$ cat config.mk
export PLATFORM = sky130hd
export DESIGN_NAME = instr_fetch_flat
export DESIGN_NICKNAME = d
export VERILOG_FILES = /design/src/rtl/instr_fetch_if.sv /design/src/rtl/instr_fetch.sv /design/src/flat_wrapper.sv
export SDC_FILE = /design/constraint.sdc
export NUM_CORES = 1
export LEC_CHECK = 0
export BUFFER_PORTS_ARGS = -buffer_cell sky130_fd_sc_hd__buf_2
export CORE_ASPECT_RATIO = 1.25
export CORE_MARGIN = 2
export CORE_UTILIZATION = 46
export CTS_CLUSTER_SIZE = 10
export DETAILED_ROUTE_END_ITERATION = 7
export PLACE_DENSITY_LB_ADDON = 0.3
export SYNTH_ARGS = -nofsm -noshare
export SYNTH_HDL_FRONTEND = slang
export SYNTH_SLANG_ARGS = --single-unit
$ cat constraint.sdc
create_clock -name clk -period 3.7 [get_ports clk]
set_input_delay 0.925 -clock clk [delete_from_list [all_inputs] [get_ports clk]]
set_output_delay 0.925 -clock clk [all_outputs]
set_load 0.05 [all_outputs]
$ cat src/rtl/instr_fetch_if.sv
// Bundle between the fetch stage, the instruction memory and decode.
//
// Handshake: a {instr_out, instr_pc} transfer happens on every rising clk
// edge where instr_valid & instr_ready are both 1. Once instr_valid is high,
// it stays high and the payload stays stable until that transfer happens.
// A redirect is the only exception: it discards the entry.
// instr_valid never depends combinationally on instr_ready.
// The memory side has no handshake. imem_rd_en=1 is one read request, and
// its data is expected on imem_rdata in the following cycle.
interface instr_fetch_if #(
    parameter int ADDR_WIDTH  = 7,
    parameter int INSTR_WIDTH = 32
);
    logic                   fetch_en;
    logic                   imem_rd_en;
    logic [ADDR_WIDTH-1:0]  imem_addr;
    logic [INSTR_WIDTH-1:0] imem_rdata;
    logic                   redirect_valid;
    logic [ADDR_WIDTH-1:0]  redirect_addr;
    logic                   instr_valid;
    logic                   instr_ready;
    logic [INSTR_WIDTH-1:0] instr_out;
    logic [ADDR_WIDTH-1:0]  instr_pc;

    // Fetch-stage side.
    modport master (
        input  fetch_en,
        output imem_rd_en,
        output imem_addr,
        input  imem_rdata,
        input  redirect_valid,
        input  redirect_addr,
        output instr_valid,
        input  instr_ready,
        output instr_out,
        output instr_pc
    );

    // Environment side: memory, branch unit and decode.
    modport slave (
        output fetch_en,
        input  imem_rd_en,
        input  imem_addr,
        output imem_rdata,
        output redirect_valid,
        output redirect_addr,
        input  instr_valid,
        output instr_ready,
        input  instr_out,
        input  instr_pc
    );
endinterface

$ cat src/rtl/instr_fetch.sv
// Instruction fetch stage.
// It issues one word read per cycle to a synchronous-read memory and captures
// each response one cycle later. Responses go into a 2-entry FIFO that feeds
// decode. Issue is gated on occupancy (entries + response in flight - pop).
// Because of that gate, every response always has a free slot.
// A redirect flushes the FIFO and the response in flight, then restarts at
// the target address.
module instr_fetch #(
    parameter int ADDR_NUM    = 128,
    parameter int ADDR_WIDTH  = $clog2(ADDR_NUM),
    parameter int INSTR_WIDTH = 32,
    parameter int RESET_PC    = 0
) (
    input  logic           clk,
    input  logic           rst_n,
    instr_fetch_if.master  bus,
    output logic           dbg_state
);

    localparam logic [ADDR_WIDTH-1:0] LAST_PC    = ADDR_WIDTH'(ADDR_NUM - 1);
    localparam logic [ADDR_WIDTH-1:0] RESET_PC_W = ADDR_WIDTH'(RESET_PC);

    typedef enum logic {
        IDLE = 1'b0,
        RUN  = 1'b1
    } state_t;

    state_t state_q, state_d;

    // Program counter and the response in flight.
    logic [ADDR_WIDTH-1:0]  pc;
    logic [ADDR_WIDTH-1:0]  req_pc;
    logic                   pending;

    // 2-entry FIFO storage.
    logic [INSTR_WIDTH-1:0] fifo_instr [2];
    logic [ADDR_WIDTH-1:0]  fifo_pc    [2];
    logic                   rd_ptr;
    logic                   wr_ptr;
    logic [1:0]             count;

    logic                   pop;
    logic                   push;
    logic                   issue;
    logic [2:0]             occ;
    logic [ADDR_WIDTH-1:0]  issue_addr;
    logic [ADDR_WIDTH-1:0]  pc_nxt;

    // Word-address increment.
    // The memory depth need not be a power of two, so wrap explicitly.
    function automatic logic [ADDR_WIDTH-1:0] pc_inc(input logic [ADDR_WIDTH-1:0] a);
        return (a == LAST_PC) ? '0 : a + ADDR_WIDTH'(1);
    endfunction

    // Head of the FIFO is what decode sees; valid whenever anything is buffered.
    always_comb begin
        bus.instr_valid = (count != 2'd0);
        bus.instr_out   = fifo_instr[rd_ptr];
        bus.instr_pc    = fifo_pc[rd_ptr];
    end

    // Issue decision, request address and next pc.
    always_comb begin
        pop  = bus.instr_valid & bus.instr_ready;
        occ  = {1'b0, count} + {2'b00, pending} - {2'b00, pop};
        push = pending & ~bus.redirect_valid;
        // rst_n gates the strobe so that no request leaves while reset is held.
        // This applies even though fetch_en may already be high.
        if (!rst_n) begin
            issue = 1'b0;
        end else if (bus.redirect_valid) begin
            // A redirect flushes everything, so the occupancy gate is irrelevant.
            issue = bus.fetch_en;
        end else begin
            issue = bus.fetch_en & (occ < 3'd2);
        end
        issue_addr = bus.redirect_valid ? bus.redirect_addr : pc;
        if (bus.redirect_valid) begin
            pc_nxt = bus.fetch_en ? pc_inc(bus.redirect_addr) : bus.redirect_addr;
        end else begin
            pc_nxt = issue ? pc_inc(pc) : pc;
        end
        bus.imem_rd_en = issue;
        bus.imem_addr  = issue_addr;
    end

    // Advance the pc and remember which address the in-flight response belongs to.
    always_ff @(posedge clk or negedge rst_n) begin
        if (!rst_n) begin
            pc      <= RESET_PC_W;
            pending <= 1'b0;
            req_pc  <= '0;
        end else begin
            pc      <= pc_nxt;
            pending <= issue;
            if (issue) begin
                req_pc <= issue_addr;
            end
        end
    end

    // FIFO write, read and flush.
    // A redirect keeps a same-cycle pop but drops every other entry.
    always_ff @(posedge clk or negedge rst_n) begin
        if (!rst_n) begin
            for (int i = 0; i < 2; i++) begin
                fifo_instr[i] <= '0;
                fifo_pc[i]    <= '0;
            end
            rd_ptr <= 1'b0;
            wr_ptr <= 1'b0;
            count  <= 2'd0;
        end else if (bus.redirect_valid) begin
            rd_ptr <= 1'b0;
            wr_ptr <= 1'b0;
            count  <= 2'd0;
        end else begin
            if (push) begin
                fifo_instr[wr_ptr] <= bus.imem_rdata;
                fifo_pc[wr_ptr]    <= req_pc;
                wr_ptr             <= ~wr_ptr;
            end
            if (pop) begin
                rd_ptr <= ~rd_ptr;
            end
            case ({push, pop})
                2'b10:   count <= count + 2'd1;
                2'b01:   count <= count - 2'd1;
                default: count <= count;
            endcase
        end
    end

    // Activity state register.
    always_ff @(posedge clk or negedge rst_n) begin
        if (!rst_n) begin
            state_q <= IDLE;
        end else begin
            state_q <= state_d;
        end
    end

    // IDLE until fetching is enabled.
    // Return to IDLE only once disabled and fully drained.
    always_comb begin
        state_d = state_q;
        case (state_q)
            IDLE:    if (bus.fetch_en) state_d = RUN;
            RUN:     if (!bus.fetch_en && !pending && (count == 2'd0)) state_d = IDLE;
            default: state_d = IDLE;
        endcase
    end

    // Expose the activity state for observation.
    always_comb begin
        dbg_state = state_q;
    end

endmodule

$ cat src/flat_wrapper.sv
// flat-port wrapper written by rule: the top's interface ports become plain ports
module instr_fetch_flat 
#(
    parameter int ADDR_NUM    = 128,
    parameter int ADDR_WIDTH  = $clog2(ADDR_NUM),
    parameter int INSTR_WIDTH = 32,
    parameter int RESET_PC    = 0
)
  (clk, rst_n, dbg_state, bus_fetch_en, bus_imem_rd_en, bus_imem_addr, bus_imem_rdata, bus_redirect_valid, bus_redirect_addr, bus_instr_valid, bus_instr_ready, bus_instr_out, bus_instr_pc);
  instr_fetch_if #(.ADDR_WIDTH(ADDR_WIDTH), .INSTR_WIDTH(INSTR_WIDTH)) bus_i ();
  input  logic clk;
  input  logic rst_n;
  output logic dbg_state;
  input wire logic [$bits(bus_i.fetch_en)-1:0] bus_fetch_en;
  output wire logic [$bits(bus_i.imem_rd_en)-1:0] bus_imem_rd_en;
  output wire logic [$bits(bus_i.imem_addr)-1:0] bus_imem_addr;
  input wire logic [$bits(bus_i.imem_rdata)-1:0] bus_imem_rdata;
  input wire logic [$bits(bus_i.redirect_valid)-1:0] bus_redirect_valid;
  input wire logic [$bits(bus_i.redirect_addr)-1:0] bus_redirect_addr;
  output wire logic [$bits(bus_i.instr_valid)-1:0] bus_instr_valid;
  input wire logic [$bits(bus_i.instr_ready)-1:0] bus_instr_ready;
  output wire logic [$bits(bus_i.instr_out)-1:0] bus_instr_out;
  output wire logic [$bits(bus_i.instr_pc)-1:0] bus_instr_pc;
  assign bus_i.fetch_en = bus_fetch_en;
  assign bus_imem_rd_en = bus_i.imem_rd_en;
  assign bus_imem_addr = bus_i.imem_addr;
  assign bus_i.imem_rdata = bus_imem_rdata;
  assign bus_i.redirect_valid = bus_redirect_valid;
  assign bus_i.redirect_addr = bus_redirect_addr;
  assign bus_instr_valid = bus_i.instr_valid;
  assign bus_i.instr_ready = bus_instr_ready;
  assign bus_instr_out = bus_i.instr_out;
  assign bus_instr_pc = bus_i.instr_pc;
  instr_fetch #(.ADDR_NUM(ADDR_NUM), .ADDR_WIDTH(ADDR_WIDTH), .INSTR_WIDTH(INSTR_WIDTH), .RESET_PC(RESET_PC)) u_core (.clk(clk), .rst_n(rst_n), .bus(bus_i), .dbg_state(dbg_state));
endmodule
==> flow_metrics.tcl <==
set metrics [dict create \
    status "complete, no violations" \
    grt_pass1_vias 3148 \
    ys_types 43 \
    crit_start "u_core.count[1]" \
    ant_nets 0 \
    max-cap-violations 0 \
    n_antenna_cell 0 \
    syn_area_mm2 0.00460 \
    drc_errors 0 \
    ys_warn_count 0 \
    initial_utilization_pct 47.6 \
    final_cells 559 \
    finClkSkew_ns 0.00632 \
    min_period_ns 3.54 \
    tns_ns 0 \
    grt_max_degree 69 \
    finalCritPeriodShare_pct 95.8 \
    io_buffer_count 92 \
    hp-class "reg -> reg" \
    cts_tree "built" \
    antenna_found_initial 0 \
    place.gp.congestion 0.801 \
    cp_max_fo 5 \
    drt_pass1_iterations 4 \
    final_hold_viol_count 0 \
    fin_nets 476 \
    ys.flop_type "dfrtp_1" \
    design.die.area_mm2 0.0108 \
    crit_type "reg -> out" \
    met3_usage_pct 4.55 \
    die_x_um 93.4 \
    reg2reg_from "u_core.count[1]" \
    crit_path_end_kind "output pin" \
    cts.htree.levels 3 \
    clk_pin_slew_worst_paths_ns 0.06 \
    cp.required_ns 2.77 \
    worst_slew_pin_slew_ns 0.862 \
    dp_hpwl_mm 6.40 \
    grt.overflow.total 0 \
    async_flop_share_pct 100 \
    vias 2929 \
    peakVddDrop_mv 0.442 \
    io-pin-count 93 \
    clock_latency_ns 0.34 \
    postSynthAreaPerCell_um2 14.0 \
    n_fill_cell 796 \
    syn_nets 377 \
    syn_inst 329 \
    cts_buffers 9 \
    core_area_mm2 0.00966 \
    clock-root-buffer "clkbuf_16" \
    grt_pass1_wl_mm 14.8 \
    dieHeight_um 116 \
    ys_seq_area_share_pct 53.3 \
    placedCellCount 541 \
    max-slew-margin-rel_pct 42.6 \
    crit_arrival_ns 2.62 \
    grt_setup_unrepaired "no" \
    p_leak_nw 2.57 \
    vias_per_cell 5.24 \
    drv_slew 0 \
    start_kind "flop" \
    min_from "u_core.fifo_instr[17]" \
    synthToLayoutAreaGrowth_pct 21.2 \
    cts_sinks 98 \
    groute.usage.overall_pct 17.6 \
    powerDensity_mw_per_mm2 827 \
    cts_hold_buf 0 \
    top_usage_layer "met2" \
    grtUsageMet2_pct 31.7 \
    groute.layer.met1.usage_pct 20.4 \
    wirelength_mm 9.19 \
    timing.fmax_ghz 0.282 \
    finalSetupViolations 0 \
    cts_max_path_buffers 2 \
    ys_seq_elements 98 \
    num_rows 40 \
    drive_gt1_share_pct 61.0 \
    dr.first_iter.drc_count 80 \
    synth_edf_count 0 \
    wl_per_cell_um 16.4 \
]
-- layer usage --
| layer | vias to the layer above | share of wire, % |
|---|---|---|
| li1 | 1373 | - |
| met1 | 1479 | 41 |
| met2 | 66 | 53 |
| met3 | 11 | 5.5 |
| met4 | 0 | 1.2 |
| met5 | - | 0 |
-- timing repair --
item,CTS,global route
gates resized for setup,1,4
pin swaps,0,1
setup buffers,0,2
setup endpoints to repair,1,1
-- stage by stage --
step                      hold WS [ns]  cell area (um^2)  power [W]  util (%)  setup slack, ns
after CTS                        0.504              5550    0.00466      57.4         0.000602
after global placement           0.481              5220    0.00356      54.0            0.148
final                            0.501              5570    0.00461      57.7            0.157
after detailed placement         0.490              5220    0.00363      54.0            0.103
after floorplan                  0.474              4600    0.00322         -           0.0870
after global routing             0.516              5570    0.00484      57.7           0.0355
-- cells in the mapped netlist (all sizes together) (2+ instances only) --
master,n,share of area [%]
ha,3,0.82
buf,14,1.8
xor2,7,1.3
and3,3,0.52
nand2b,3,0.41
mux2,130,32
clkbuf,2,0.16
nand2,11,1.1
o21ai,5,0.54
nor3,2,0.33
dfrtp,98,53
nand4,3,0.41
a21oi,4,0.52
mux2i,4,0.87
nor2,8,0.82
nand3,6,0.65
xnor2,6,1.3
inv,5,0.41
-- layout by cell type (no fill, tap or decap), types with 2 or more instances in the layout --
cell type,synthesis,routed
xor2_1,7,7
bufinv_16,0,2
and3_1,2,2
nand4_1,3,3
mux2_2,130,130
buf_4,4,13
o21ai_0,5,5
dfrtp_1,98,95
xnor2_1,5,5
inv_1,3,3
a21oi_1,3,3
clkbuf_16,0,9
mux2i_1,4,4
buf_2,6,90
nand2b_1,3,3
inv_2,2,2
nand3_1,6,5
nand2_1,10,10
dfrtp_2,0,3
clkbuf_8,0,2
ha_1,3,3
nor2_1,7,7
-- worst max-delay path: stages (launching register included) --
cell and delay, ns:
dfrtp_2 0.43, or2_2 0.31, nand2_1 0.10, inv_1 0.05
ha_1 0.26, nand2b_1 0.16, fa_2 0.36, xnor2_2 0.21
a21oi_2 0.11, nor2_4 0.13, buf_6 0.17
-- registers in the layout, indices dropped and copies added (netlist names) --
signal,flops
u_core.pc,7
u_core.dbg_state,1
u_core.pending,1
u_core.count,2
u_core.wr_ptr,1
u_core.req_pc,7
u_core.rd_ptr,1
u_core.fifo_instr,64
u_core.fifo_pc,14
-- final cells by class --
type	count	area, um^2	area share, %
Sequential cell	98	2460	44.1
Timing Repair Buffer	104	559	10.0
Clock buffer	12	256	4.60
Clock inverter	4	73.8	1.32
Multi-Input combinational cell	210	2050	36.8
Tap cell	126	158	2.83
Inverter	5	18.8	0.337
-- where the power goes --
| part | leakage [nW] | internal, W | switching (W) |
|---|---|---|---|
| Sequential | 1.19 | 0.00148 | 0.000232 |
| Combinational | 1.21 | 0.000708 | 0.00118 |
| Clock | 0.163 | 0.000630 | 0.000384 |
-- logic make-up after synthesis --
| logic type | after synthesis | share of synthesized area, % |
|---|---|---|
| simple gates | 44 | 5.52 |
| xor+xnor | 13 | 2.64 |
| buf+inv | 21 | 2.37 |
| compound gates | 15 | 2.18 |
| mux | 134 | 32.7 |
| flops | 98 | 53.3 |
| fa+ha+maj | 4 | 1.25 |
-- final timing paths --
kind	to	slack (ns)	depth (start not counted)
min reg2reg	u_core.fifo_instr[17]	0.50	1
max reg2reg	u_core.pc[3]	0.84	10
max in group asynchronous	u_core.fifo_pc[10]	1.86	3
max	bus_imem_rd_en	0.16	10
min	u_core.fifo_instr[17]	0.50	1
min in group asynchronous	u_core.req_pc[1]	0.64	2
No activity file was read; power rests on OpenSTA's default activity.
